## src/rtl/fft_mag_pkg.sv

```systemverilog
// Shared types and constants for the FFT magnitude/peak stage.
package fft_mag_pkg;

  localparam logic MODE_MAG = 1'b0;
  localparam logic MODE_SQ  = 1'b1;

  typedef enum logic {
    IDLE     = 1'b0,
    IN_FRAME = 1'b1
  } frame_state_e;

  // Framing sideband carried alongside the data pipeline
  typedef struct packed {
    logic valid;
    logic sop;
    logic eop;
    logic mode;
  } side_t;

  // Input-to-output latency: abs stage, square stage, one stage per root bit
  function automatic int unsigned mag_latency(input int unsigned dw);
    return dw + 2;
  endfunction

endpackage

```

## src/rtl/fft_magnitude_peak_sqrt_pipe.sv

```systemverilog
// Pipelined non-restoring integer square root, one root bit per stage.
module sqrt_pipe #(
  parameter int unsigned W = 12
) (
  input  logic           clk_50m,
  input  logic           rst_n,
  input  logic [2*W-1:0] radicand_i,
  output logic [W-1:0]   root_o
);

  // Signed partial remainder with headroom for the shifted intermediate
  localparam int unsigned RW = W + 5;

  logic signed [RW-1:0] rem_q   [W];
  logic [2*W-1:0]       rad_q   [W];
  logic [W-1:0]         root_q  [W];
  logic signed [RW-1:0] rem_d   [W];
  logic [2*W-1:0]       rad_d   [W];
  logic [W-1:0]         root_d  [W];

  // Per stage: fold in the next radicand bit pair and resolve one root bit
  always_comb begin
    logic signed [RW-1:0] rem_in;
    logic signed [RW-1:0] rem_sh;
    logic [2*W-1:0]       rad_in;
    logic [W-1:0]         root_in;
    logic [W-1:0]         q_part;
    logic [1:0]           pair;
    for (int s = 0; s < W; s++) begin
      if (s == 0) begin
        rem_in  = '0;
        rad_in  = radicand_i;
        root_in = '0;
      end else begin
        rem_in  = rem_q[s-1];
        rad_in  = rad_q[s-1];
        root_in = root_q[s-1];
      end
      pair   = 2'(rad_in >> (2 * (W - 1 - s)));
      q_part = root_in >> (W - s);
      rem_sh = (rem_in <<< 2) | RW'(pair);
      if (rem_in < 0) begin
        rem_d[s] = rem_sh + RW'({q_part, 2'b11});
      end else begin
        rem_d[s] = rem_sh - RW'({q_part, 2'b01});
      end
      root_d[s] = (rem_d[s] < 0) ? root_in : (root_in | (W'(1) << (W - 1 - s)));
      rad_d[s]  = rad_in;
    end
  end

  // Stage registers
  always_ff @(posedge clk_50m or negedge rst_n) begin
    if (!rst_n) begin
      for (int s = 0; s < W; s++) begin
        rem_q[s]  <= '0;
        rad_q[s]  <= '0;
        root_q[s] <= '0;
      end
    end else begin
      for (int s = 0; s < W; s++) begin
        rem_q[s]  <= rem_d[s];
        rad_q[s]  <= rad_d[s];
        root_q[s] <= root_d[s];
      end
    end
  end

  assign root_o = root_q[W-1];

endmodule

```

## src/rtl/fft_magnitude_peak.sv

```systemverilog
// Magnitude (sqrt or squared) of complex FFT bins with per-frame peak tracking.
module fft_magnitude_peak
  import fft_mag_pkg::*;
#(
  parameter int unsigned DW    = 12,
  parameter int unsigned BIN_W = 10
) (
  input  logic              clk_50m,
  input  logic              rst_n,
  input  logic              mode,
  input  logic [DW-1:0]     source_real,
  input  logic [DW-1:0]     source_imag,
  input  logic              source_sop,
  input  logic              source_eop,
  input  logic              source_valid,
  output logic [2*DW-1:0]   data_out,
  output logic              data_sop,
  output logic              data_eop,
  output logic              data_valid,
  output logic [2*DW-1:0]   peak_value,
  output logic [BIN_W-1:0]  peak_bin,
  output logic              peak_valid,
  output logic              frame_err
);

  localparam int unsigned L  = mag_latency(DW);
  localparam int unsigned OW = 2 * DW;

  logic              seen_sop_q;
  logic              mode_q;
  logic              acc_valid;
  logic              mode_eff;
  logic [DW-1:0]     abs_re;
  logic [DW-1:0]     abs_im;
  logic [DW-1:0]     abs_re_q;
  logic [DW-1:0]     abs_im_q;
  logic [OW-1:0]     sum_q;
  logic [DW-1:0]     root;
  logic [OW-1:0]     sq_dly_q [DW];
  side_t             side_in;
  side_t             side_q   [L];

  frame_state_e      state_q, state_d;
  logic [BIN_W-1:0]  bin_cnt_q, bin_cnt_d;
  logic [OW-1:0]     run_peak_q, run_peak_d;
  logic [BIN_W-1:0]  run_bin_q, run_bin_d;
  logic [OW-1:0]     peak_value_q, peak_value_d;
  logic [BIN_W-1:0]  peak_bin_q, peak_bin_d;
  logic              peak_valid_q, peak_valid_d;
  logic              frame_err_q, frame_err_d;

  // Nothing is accepted after reset until a sop arrives
  assign acc_valid = source_valid & (seen_sop_q | source_sop);
  assign mode_eff  = (source_valid & source_sop) ? mode : mode_q;
  assign abs_re    = source_real[DW-1] ? DW'(~source_real + 1'b1) : source_real;
  assign abs_im    = source_imag[DW-1] ? DW'(~source_imag + 1'b1) : source_imag;

  // Mode is latched per frame on sop; sop-seen flag arms the input
  always_ff @(posedge clk_50m or negedge rst_n) begin
    if (!rst_n) begin
      seen_sop_q <= 1'b0;
      mode_q     <= MODE_MAG;
    end else if (source_valid && source_sop) begin
      seen_sop_q <= 1'b1;
      mode_q     <= mode;
    end
  end

  // Stage 1 absolute value, stage 2 sum of squares
  always_ff @(posedge clk_50m or negedge rst_n) begin
    if (!rst_n) begin
      abs_re_q <= '0;
      abs_im_q <= '0;
      sum_q    <= '0;
    end else begin
      abs_re_q <= abs_re;
      abs_im_q <= abs_im;
      sum_q    <= OW'(abs_re_q) * OW'(abs_re_q) + OW'(abs_im_q) * OW'(abs_im_q);
    end
  end

  sqrt_pipe #(.W(DW)) u_sqrt (
    .clk_50m    (clk_50m),
    .rst_n      (rst_n),
    .radicand_i (sum_q),
    .root_o     (root)
  );

  // Sideband entering the delay line; invalid cycles carry no framing
  always_comb begin
    side_in       = '0;
    side_in.valid = acc_valid;
    side_in.sop   = acc_valid & source_sop;
    side_in.eop   = acc_valid & source_eop;
    side_in.mode  = mode_eff;
  end

  // Squared-magnitude and sideband delay lines matching the root latency
  always_ff @(posedge clk_50m or negedge rst_n) begin
    if (!rst_n) begin
      for (int i = 0; i < int'(DW); i++) sq_dly_q[i] <= '0;
      for (int i = 0; i < int'(L); i++)  side_q[i]   <= '0;
    end else begin
      sq_dly_q[0] <= sum_q;
      for (int i = 1; i < int'(DW); i++) sq_dly_q[i] <= sq_dly_q[i-1];
      side_q[0] <= side_in;
      for (int i = 1; i < int'(L); i++)  side_q[i]   <= side_q[i-1];
    end
  end

  assign data_valid = side_q[L-1].valid;
  assign data_sop   = side_q[L-1].sop;
  assign data_eop   = side_q[L-1].eop;

  // Output select between two same-stage registers
  always_comb begin
    data_out = OW'(root);
    case (side_q[L-1].mode)
      MODE_MAG: data_out = OW'(root);
      MODE_SQ:  data_out = sq_dly_q[DW-1];
    endcase
  end

  // Peak tracker state register
  always_ff @(posedge clk_50m or negedge rst_n) begin
    if (!rst_n) begin
      state_q      <= IDLE;
      bin_cnt_q    <= '0;
      run_peak_q   <= '0;
      run_bin_q    <= '0;
      peak_value_q <= '0;
      peak_bin_q   <= '0;
      peak_valid_q <= 1'b0;
      frame_err_q  <= 1'b0;
    end else begin
      state_q      <= state_d;
      bin_cnt_q    <= bin_cnt_d;
      run_peak_q   <= run_peak_d;
      run_bin_q    <= run_bin_d;
      peak_value_q <= peak_value_d;
      peak_bin_q   <= peak_bin_d;
      peak_valid_q <= peak_valid_d;
      frame_err_q  <= frame_err_d;
    end
  end

  // Peak tracker next state: first-occurrence max, publish after eop
  always_comb begin
    state_d      = state_q;
    bin_cnt_d    = bin_cnt_q;
    run_peak_d   = run_peak_q;
    run_bin_d    = run_bin_q;
    peak_value_d = peak_value_q;
    peak_bin_d   = peak_bin_q;
    peak_valid_d = 1'b0;
    frame_err_d  = 1'b0;
    if (data_valid) begin
      if (data_sop) begin
        frame_err_d = (state_q == IN_FRAME);
        bin_cnt_d   = '0;
        run_peak_d  = data_out;
        run_bin_d   = '0;
        if (data_eop) begin
          peak_value_d = data_out;
          peak_bin_d   = '0;
          peak_valid_d = 1'b1;
          state_d      = IDLE;
        end else begin
          state_d = IN_FRAME;
        end
      end else if (state_q == IN_FRAME) begin
        bin_cnt_d = bin_cnt_q + BIN_W'(1);
        if (data_out > run_peak_q) begin
          run_peak_d = data_out;
          run_bin_d  = bin_cnt_d;
        end
        if (data_eop) begin
          peak_value_d = run_peak_d;
          peak_bin_d   = run_bin_d;
          peak_valid_d = 1'b1;
          state_d      = IDLE;
        end
      end else if (data_eop) begin
        frame_err_d = 1'b1;
      end
    end
  end

  assign peak_value = peak_value_q;
  assign peak_bin   = peak_bin_q;
  assign peak_valid = peak_valid_q;
  assign frame_err  = frame_err_q;

endmodule

```

## config.mk

```make
export PLATFORM = sky130hd
export DESIGN_NAME = fft_magnitude_peak
export DESIGN_NICKNAME = d
export VERILOG_FILES = /design/src/rtl/fft_mag_pkg.sv /design/src/rtl/fft_magnitude_peak_sqrt_pipe.sv /design/src/rtl/fft_magnitude_peak.sv
export SDC_FILE = /design/constraint.sdc
export NUM_CORES = 1
export LEC_CHECK = 0
export ABC_AREA = 1
export CAP_MARGIN = 30
export CORE_MARGIN = 4
export CORE_UTILIZATION = 30
export CTS_CLUSTER_DIAMETER = 60
export DETAILED_ROUTE_END_ITERATION = 8
export GPL_TIMING_DRIVEN = 0
export PLACE_DENSITY = 0.52
export REMOVE_ABC_BUFFERS = 1
export SYNTH_ARGS = -nofsm -noshare
export SYNTH_HDL_FRONTEND = slang
export SYNTH_SLANG_ARGS = --single-unit
export TNS_END_PERCENT = 10
```

## constraint.sdc

```tcl
create_clock -name clk_50m -period 7.4 [get_ports clk_50m]
set_input_delay 1.85 -clock clk_50m [delete_from_list [all_inputs] [get_ports clk_50m]]
set_output_delay 1.85 -clock clk_50m [all_outputs]
set_load 0.01 [all_outputs]
```

==> results of run 1 <==
==> cells in the final DEF, fill, tap and decap left out, types with 5 or more instances in the layout <==
master,Yosys,layout
bufinv_16,0,8
inv_1,634,633
a21boi_0,10,10
clkinvlp_4,0,8
clkbuf_1,54,9
nand4_1,16,16
clkbuf_8,0,8
nand2_1,607,607
o31ai_1,8,8
xnor2_1,123,123
or2_2,10,10
nand3_1,137,137
a21o_1,30,30
o21bai_1,12,12
ha_1,276,276
clkinv_4,0,5
xor2_1,128,128
nor2_1,76,75
o21ai_1,9,9
o21ai_0,89,89
nor3_1,25,25
fa_1,203,203
clkbuf_16,0,77
clkdlybuf4s50_1,0,91
a21oi_1,156,156
dfrtp_1,707,707
buf_16,0,10
clkinv_2,0,15
a31oi_1,6,6
==> per-layer routing <==
| metal | vias to the layer above | wire length [µm] |
|---|---|---|
| li1 | 10600 | - |
| met1 | 10400 | 30000 |
| met2 | 321 | 31200 |
| met3 | 87 | 2710 |
| met4 | 0 | 1270 |
| met5 | - | 0 |
==> through the flow <==
stage / worst slack (ps) / util / cells
detailed placement: 896 / 0.326 / 4928
global route: 613 / 0.349 / 5069
finish: 957 / 0.349 / 5069
global placement: -26820 / 0.323 / 4917
CTS: 927 / 0.349 / 5069
floorplan: 1650 / - / 3289
==> path summary, 6_finish.rpt <==
path,start,endpoint,depth (start not counted)
min,u_sqrt.rad_d[126]$_DFF_PN0_,u_sqrt.rad_d[102]$_DFF_PN0_,0
max reg2reg,abs_re_q[3]$_DFF_PN0_,sum_q[18]$_DFF_PN0_,19
min reg2reg,u_sqrt.rad_d[126]$_DFF_PN0_,u_sqrt.rad_d[102]$_DFF_PN0_,0
max,abs_re_q[3]$_DFF_PN0_,sum_q[18]$_DFF_PN0_,19
min in group asynchronous,rst_n,side_q[5]$_DFF_PN0_,1
max in group asynchronous,rst_n,u_sqrt.rem_q[128]$_DFF_PN0_,3
==> flip-flops by register name, summed over array words and instances, names as in the netlist, 12 cells and up <==
register       flops
sq_dly_q          24
u_sqrt.rad_d     264
peak_value        24
run_peak_q        24
abs_im_q          12
u_sqrt.root_q     66
sum_q             24
u_sqrt.root_o     12
u_sqrt.rem_q     154
abs_re_q          12
side_q            53
==> worst reg2reg max path, cell delays in order, from the launching register on <==
cell and delay, ps:
dfrtp_1 710, nand2_1 170, fa_1 610, inv_1 70, fa_1 490, inv_1 50, fa_1 530, inv_1 50
fa_1 490, inv_1 50, fa_1 490, fa_1 520, fa_1 540, inv_1 40, ha_1 350, nand2_1 110
nor4_1 560, a21oi_1 210, o21bai_1 190, xor2_1 160
==> cell usage after synthesis (3+ instances only) <==
library cell	instances
a31oi_1	6
o31ai_1	8
nor3_1	25
fa_1	203
buf_4	3
o21ai_1	9
ha_1	276
xnor2_1	123
nand4_1	16
nor4_1	4
or2_2	10
a21oi_1	156
a21boi_0	10
o22ai_1	3
inv_1	634
o211ai_1	3
a211oi_1	3
clkbuf_1	54
nand3_1	137
buf_1	5
nand2_1	607
nor2_1	76
a221oi_1	3
dfrtp_1	707
o21bai_1	12
a21o_1	30
o21ai_0	89
buf_6	3
xor2_1	128
==> cells by family (layout without fill, tap and decap cells) <==
group           Yosys count  in the layout  share of synthesized area
simple gates            883            883                      0.102
flops                   707            707                      0.497
compound gates          334            334                     0.0524
xor+xnor                251            251                     0.0618
buf+inv                 702            879                     0.0751
fa+ha+maj               479            479                      0.211
==> final cells by class <==
cell class              count  area (µm²)
clock inverters            47         631
clock buffers              94        2070
repair buffers            103        1220
fillers                 11700       76800
multi-input cells        1947       15200
flip-flops and latches    707       17700
well taps                1536        1920
inverters                 635        2380
==> impl_metrics.env, run 1 <==
export IMPL_outcome="completed"
export IMPL_fin_crit_sh=0.871
export IMPL_die_w_um=352
export IMPL_cts_buffer_depth=3
export IMPL_skew_ps=37.4
export IMPL_numCtsBuffers=77
export IMPL_htree_levels=3
export IMPL_ys_warn_count=0
export IMPL_grt_pass1_wl_um=113000
export IMPL_cts_repair_resized=0
export IMPL_clock_sinks=707
export IMPL_rsz0062_at_grt="false"
export IMPL_grt_max_degree=116
export IMPL_max_stage_delay_ps=710
export IMPL_use_met3=0.0204
export IMPL_overflow=0
export IMPL_antenna_found_initial=1
export IMPL_holdWs_ps=311
export IMPL_fp_dieH_um=352
export IMPL_crit_fanout=12
export IMPL_critPathCaptureType="flop"
export IMPL_cts_root_buf="clkbuf_16"
export IMPL_crit_family="adder cells"
export IMPL_async_flop_share=1.00
export IMPL_regToRegSetupSlack_ps=960
export IMPL_synth_top_area_cell="dfrtp_1"
export IMPL_dr_pass1_iters=5
export IMPL_initial_core_util=0.302
export IMPL_synth_top_area_frac=0.497
export IMPL_via_count=21400
export IMPL_worstPathArrival_ps=7000
export IMPL_setup_viol=0
export IMPL_fin_crit_ps=6440
export IMPL_port_buffers=92
export IMPL_min_path_type="reg -> reg"
export IMPL_worstSetupPathType="reg -> reg"
export IMPL_ctsHoldBuffers=0
export IMPL_final_setup_tns_ps=0
export IMPL_synth_edff_count=0
export IMPL_num_nets_final=3980
export IMPL_grt_usage=0.109
export IMPL_cp_start_kind="flop"
export IMPL_gp_congestion=0.793
export IMPL_synth_seq_cells=707
export IMPL_crit_slowest_cell="dfrtp_1"
export IMPL_worstPathRequired_ps=7960
export IMPL_slew_headroom=0.346
export IMPL_cts_tree="yes"
export IMPL_synth_area_leaders="dfrtp_1, fa_1, ha_1"
export IMPL_wl_per_cell_um=12.9
export IMPL_clk_pin_slew_ps=60
export IMPL_synthCells=3356
export IMPL_core_area_um2=118000
export IMPL_ys_types=38
export IMPL_io_pins=93
export IMPL_rows=126
export IMPL_met1_usage=0.145
export IMPL_drc_errors=0
export IMPL_hold_viol_final=0
export IMPL_cp_common_cell="fa_1"
export IMPL_cp_num_buf_inv=5
export IMPL_worst_pin_slew_ps=981
export IMPL_cts_setup_buffers=0
export IMPL_viasPerCell=4.22
export IMPL_seq_area_frac_synth=0.497
export IMPL_routed_wl_um=65300
export IMPL_dp_hpwl_um=49600
export IMPL_avgSynthCellArea_um2=10.6
export IMPL_netlist_area_um2=35600
export IMPL_drt_iter0_drc=946
export IMPL_crit_chain="nand2_1 -> fa_1 -> inv_1 -> fa_1 -> inv_1 -> fa_1 -> inv_1 -> fa_1 -> inv_1 -> fa_1 -> fa_1 -> fa_1 -> inv_1 -> ha_1 -> nand2_1 -> nor4_1 -> a21oi_1 -> o21bai_1 -> xor2_1"
export IMPL_antenna_cells=0
export IMPL_area_delta_synth_final_pct=15.6
export IMPL_ys_flop_type="dfrtp_1"
export IMPL_placed_cell_area_um2=38400
export IMPL_met2_usage=0.185
export IMPL_ant_nets=0
export IMPL_fmax_mhz=155
export IMPL_grt_pass1_vias=22400
export IMPL_drv_cap=0
export IMPL_grt_busiest_layer="met2"
export IMPL_dieArea_um2=124000
export IMPL_drive_gt1_frac=0.0459
export IMPL_final_area_um2=41100
export IMPL_final_max_slew_viol_count=0
export IMPL_clock_latency_ps=630
Power of run 1 is not shown: default switching activity piles up to over one toggle a cycle in this logic, so the estimate is an artifact.
==> inputs of run 2 (changes only) <==
Settings changed: REMOVE_ABC_BUFFERS 1 to not set.
==> run 2 against run 1 <==
  * Sequential share of layout area fell by 0.24 points
  * Core utilization rose by 0.19 points
  * Fmax fell by 3.6%
  * Critical endpoint unchanged
  * Largest cell class unchanged
==> impl_metrics.env, run 2 (synthesis results as in run 1) <==
export IMPL_clock_sinks=707
export IMPL_drive_gt1_frac=0.0453
export IMPL_fp_dieH_um=352
export IMPL_htree_levels=3
export IMPL_worst_pin_slew_ps=860
export IMPL_critPathCaptureType="flop"
export IMPL_crit_slowest_cell="fa_1"
export IMPL_largest_reg_flops=264
export IMPL_r2r_end="sum_q[18]$_DFF_PN0_"
export IMPL_num_nets_final=4045
export IMPL_grt_usage=0.111
export IMPL_min_to="sq_dly_q[19]$_DFF_PN0_"
export IMPL_r2r_start="abs_re_q[7]$_DFF_PN0_"
export IMPL_crit_fanout=10
export IMPL_cp_common_cell="fa_1"
export IMPL_grt_pass1_vias=22700
export IMPL_outcome="completed"
export IMPL_setup_viol=0
export IMPL_area_delta_synth_final_pct=16.3
export IMPL_cts_buffer_depth=3
export IMPL_via_count=21700
export IMPL_fmax_mhz=150
export IMPL_rows=126
export IMPL_min_path_type="reg -> reg"
export IMPL_antenna_cells=0
export IMPL_cts_setup_buffers=0
export IMPL_dp_hpwl_um=51500
export IMPL_drt_iter0_drc=1017
export IMPL_viasPerCell=4.22
export IMPL_dr_pass1_iters=5
export IMPL_placed_cell_area_um2=38600
export IMPL_initial_core_util=0.302
export IMPL_gp_congestion=0.845
export IMPL_cts_root_buf="clkbuf_16"
export IMPL_drc_errors=0
export IMPL_final_area_um2=41400
export IMPL_worstRegToRegCells=20
export IMPL_worstPathArrival_ps=7230
export IMPL_core_area_um2=118000
export IMPL_port_buffers=92
export IMPL_numCtsBuffers=80
export IMPL_cts_repair_resized=0
export IMPL_io_pins=93
export IMPL_final_setup_tns_ps=0
export IMPL_crit_chain="clkbuf_1 -> nand2_1 -> fa_1 -> inv_1 -> fa_1 -> inv_1 -> fa_1 -> inv_1 -> fa_1 -> inv_1 -> fa_1 -> fa_1 -> fa_1 -> inv_1 -> ha_1 -> nand2_1 -> nor4_1 -> a21oi_1 -> o21bai_1 -> xor2_1"
export IMPL_hold_viol_final=0
export IMPL_ant_nets=0
export IMPL_fin_crit_sh=0.904
export IMPL_grt_pass1_wl_um=114000
export IMPL_worstSetupPathType="reg -> reg"
export IMPL_rsz0062_at_grt="false"
export IMPL_worstHoldStart="u_sqrt.rad_d[19]$_DFF_PN0_"
export IMPL_grt_max_degree=126
export IMPL_die_w_um=352
export IMPL_routed_wl_um=66900
export IMPL_slew_headroom=0.427
export IMPL_overflow=0
export IMPL_clk_pin_slew_ps=60
export IMPL_worstPathRequired_ps=7940
export IMPL_drv_cap=0
export IMPL_max_stage_delay_ps=580
export IMPL_regToRegSetupSlack_ps=710
export IMPL_antenna_found_initial=0
export IMPL_cp_start_kind="flop"
export IMPL_cts_tree="yes"
export IMPL_holdPathStages=0
export IMPL_final_cell_mix="dfrtp_1, inv_1, nand2_1"
export IMPL_synth_nets=3865
export IMPL_layout_commonest_cell="dfrtp_1"
export IMPL_ctsHoldBuffers=0
export IMPL_final_max_slew_viol_count=0
export IMPL_dieArea_um2=124000
export IMPL_wl_per_cell_um=13.0
export IMPL_clock_latency_ps=630
export IMPL_fin_crit_ps=6690
export IMPL_skew_ps=29.7
==> run 2: cell types whose count changed in the layout (fill, tap and decap cells not counted), moves of 3 or more <==
cell	delta
clkbuf_1	+61
buf_1	+5
clkinvlp_4	-5
buf_16	-4
buf_4	+3
buf_6	+3
clkbuf_16	+3
clkinv_4	-3
==> run 2: worst max path at each step <==
stage	start	endpoint	slack (ps)	depth (start not counted)
finish	abs_re_q[7]$_DFF_PN0_	sum_q[18]$_DFF_PN0_	710	20
CTS	abs_re_q[7]$_DFF_PN0_	sum_q[18]$_DFF_PN0_	640	20
global route	abs_re_q[7]$_DFF_PN0_	sum_q[18]$_DFF_PN0_	330	20
detailed placement	abs_re_q[7]$_DFF_PN0_	sum_q[18]$_DFF_PN0_	670	20
global placement	rst_n	u_sqrt.rem_q[129]$_DFF_PN0_	-26500	1
floorplan	abs_im_q[9]$_DFF_PN0_	sum_q[22]$_DFF_PN0_	1550	24
==> run 2: worst max-delay path: cells and delay by family, from the launching register on <==
family | cells | cell delay, ps
and+or+nand+nor | 3 | 730
AOI/OAI and AO/OA | 2 | 380
xor gates and xnor gates | 1 | 150
DFF | 1 | 500
buffers and inverters | 6 | 800
adders and majority gates | 8 | 4030
==> run 2: area by class of cell <==
type,instances,area (µm²)
Timing Repair Buffer,98,1090
Clock buffer,105,2190
Sequential cell,707,17700
Tap cell,1536,1920
Inverter,635,2380
Fill cell,11800,76600
Buffer,67,288
Clock inverter,43,592
Multi-Input combinational cell,1947,15200
==> run 2: per-layer routing <==
layer,global-route usage,part of all wire
met5,0,0
met4,0.0338,0.027
met3,0.0168,0.035
met2,0.191,0.48
met1,0.145,0.46
==> run 2: per-stage QoR <==
step,setup WS [ps],hold WS (ps),instances,util
6_report,713,322,5138,0.351
5_1_grt,327,324,5138,0.351
4_1_cts,639,323,5138,0.351
3_5_place_dp,669,335,4990,0.327
3_3_place_gp,-26500,331,4984,0.326
2_1_floorplan,1550,331,3356,-
Power of run 2 is left out for the same reason.
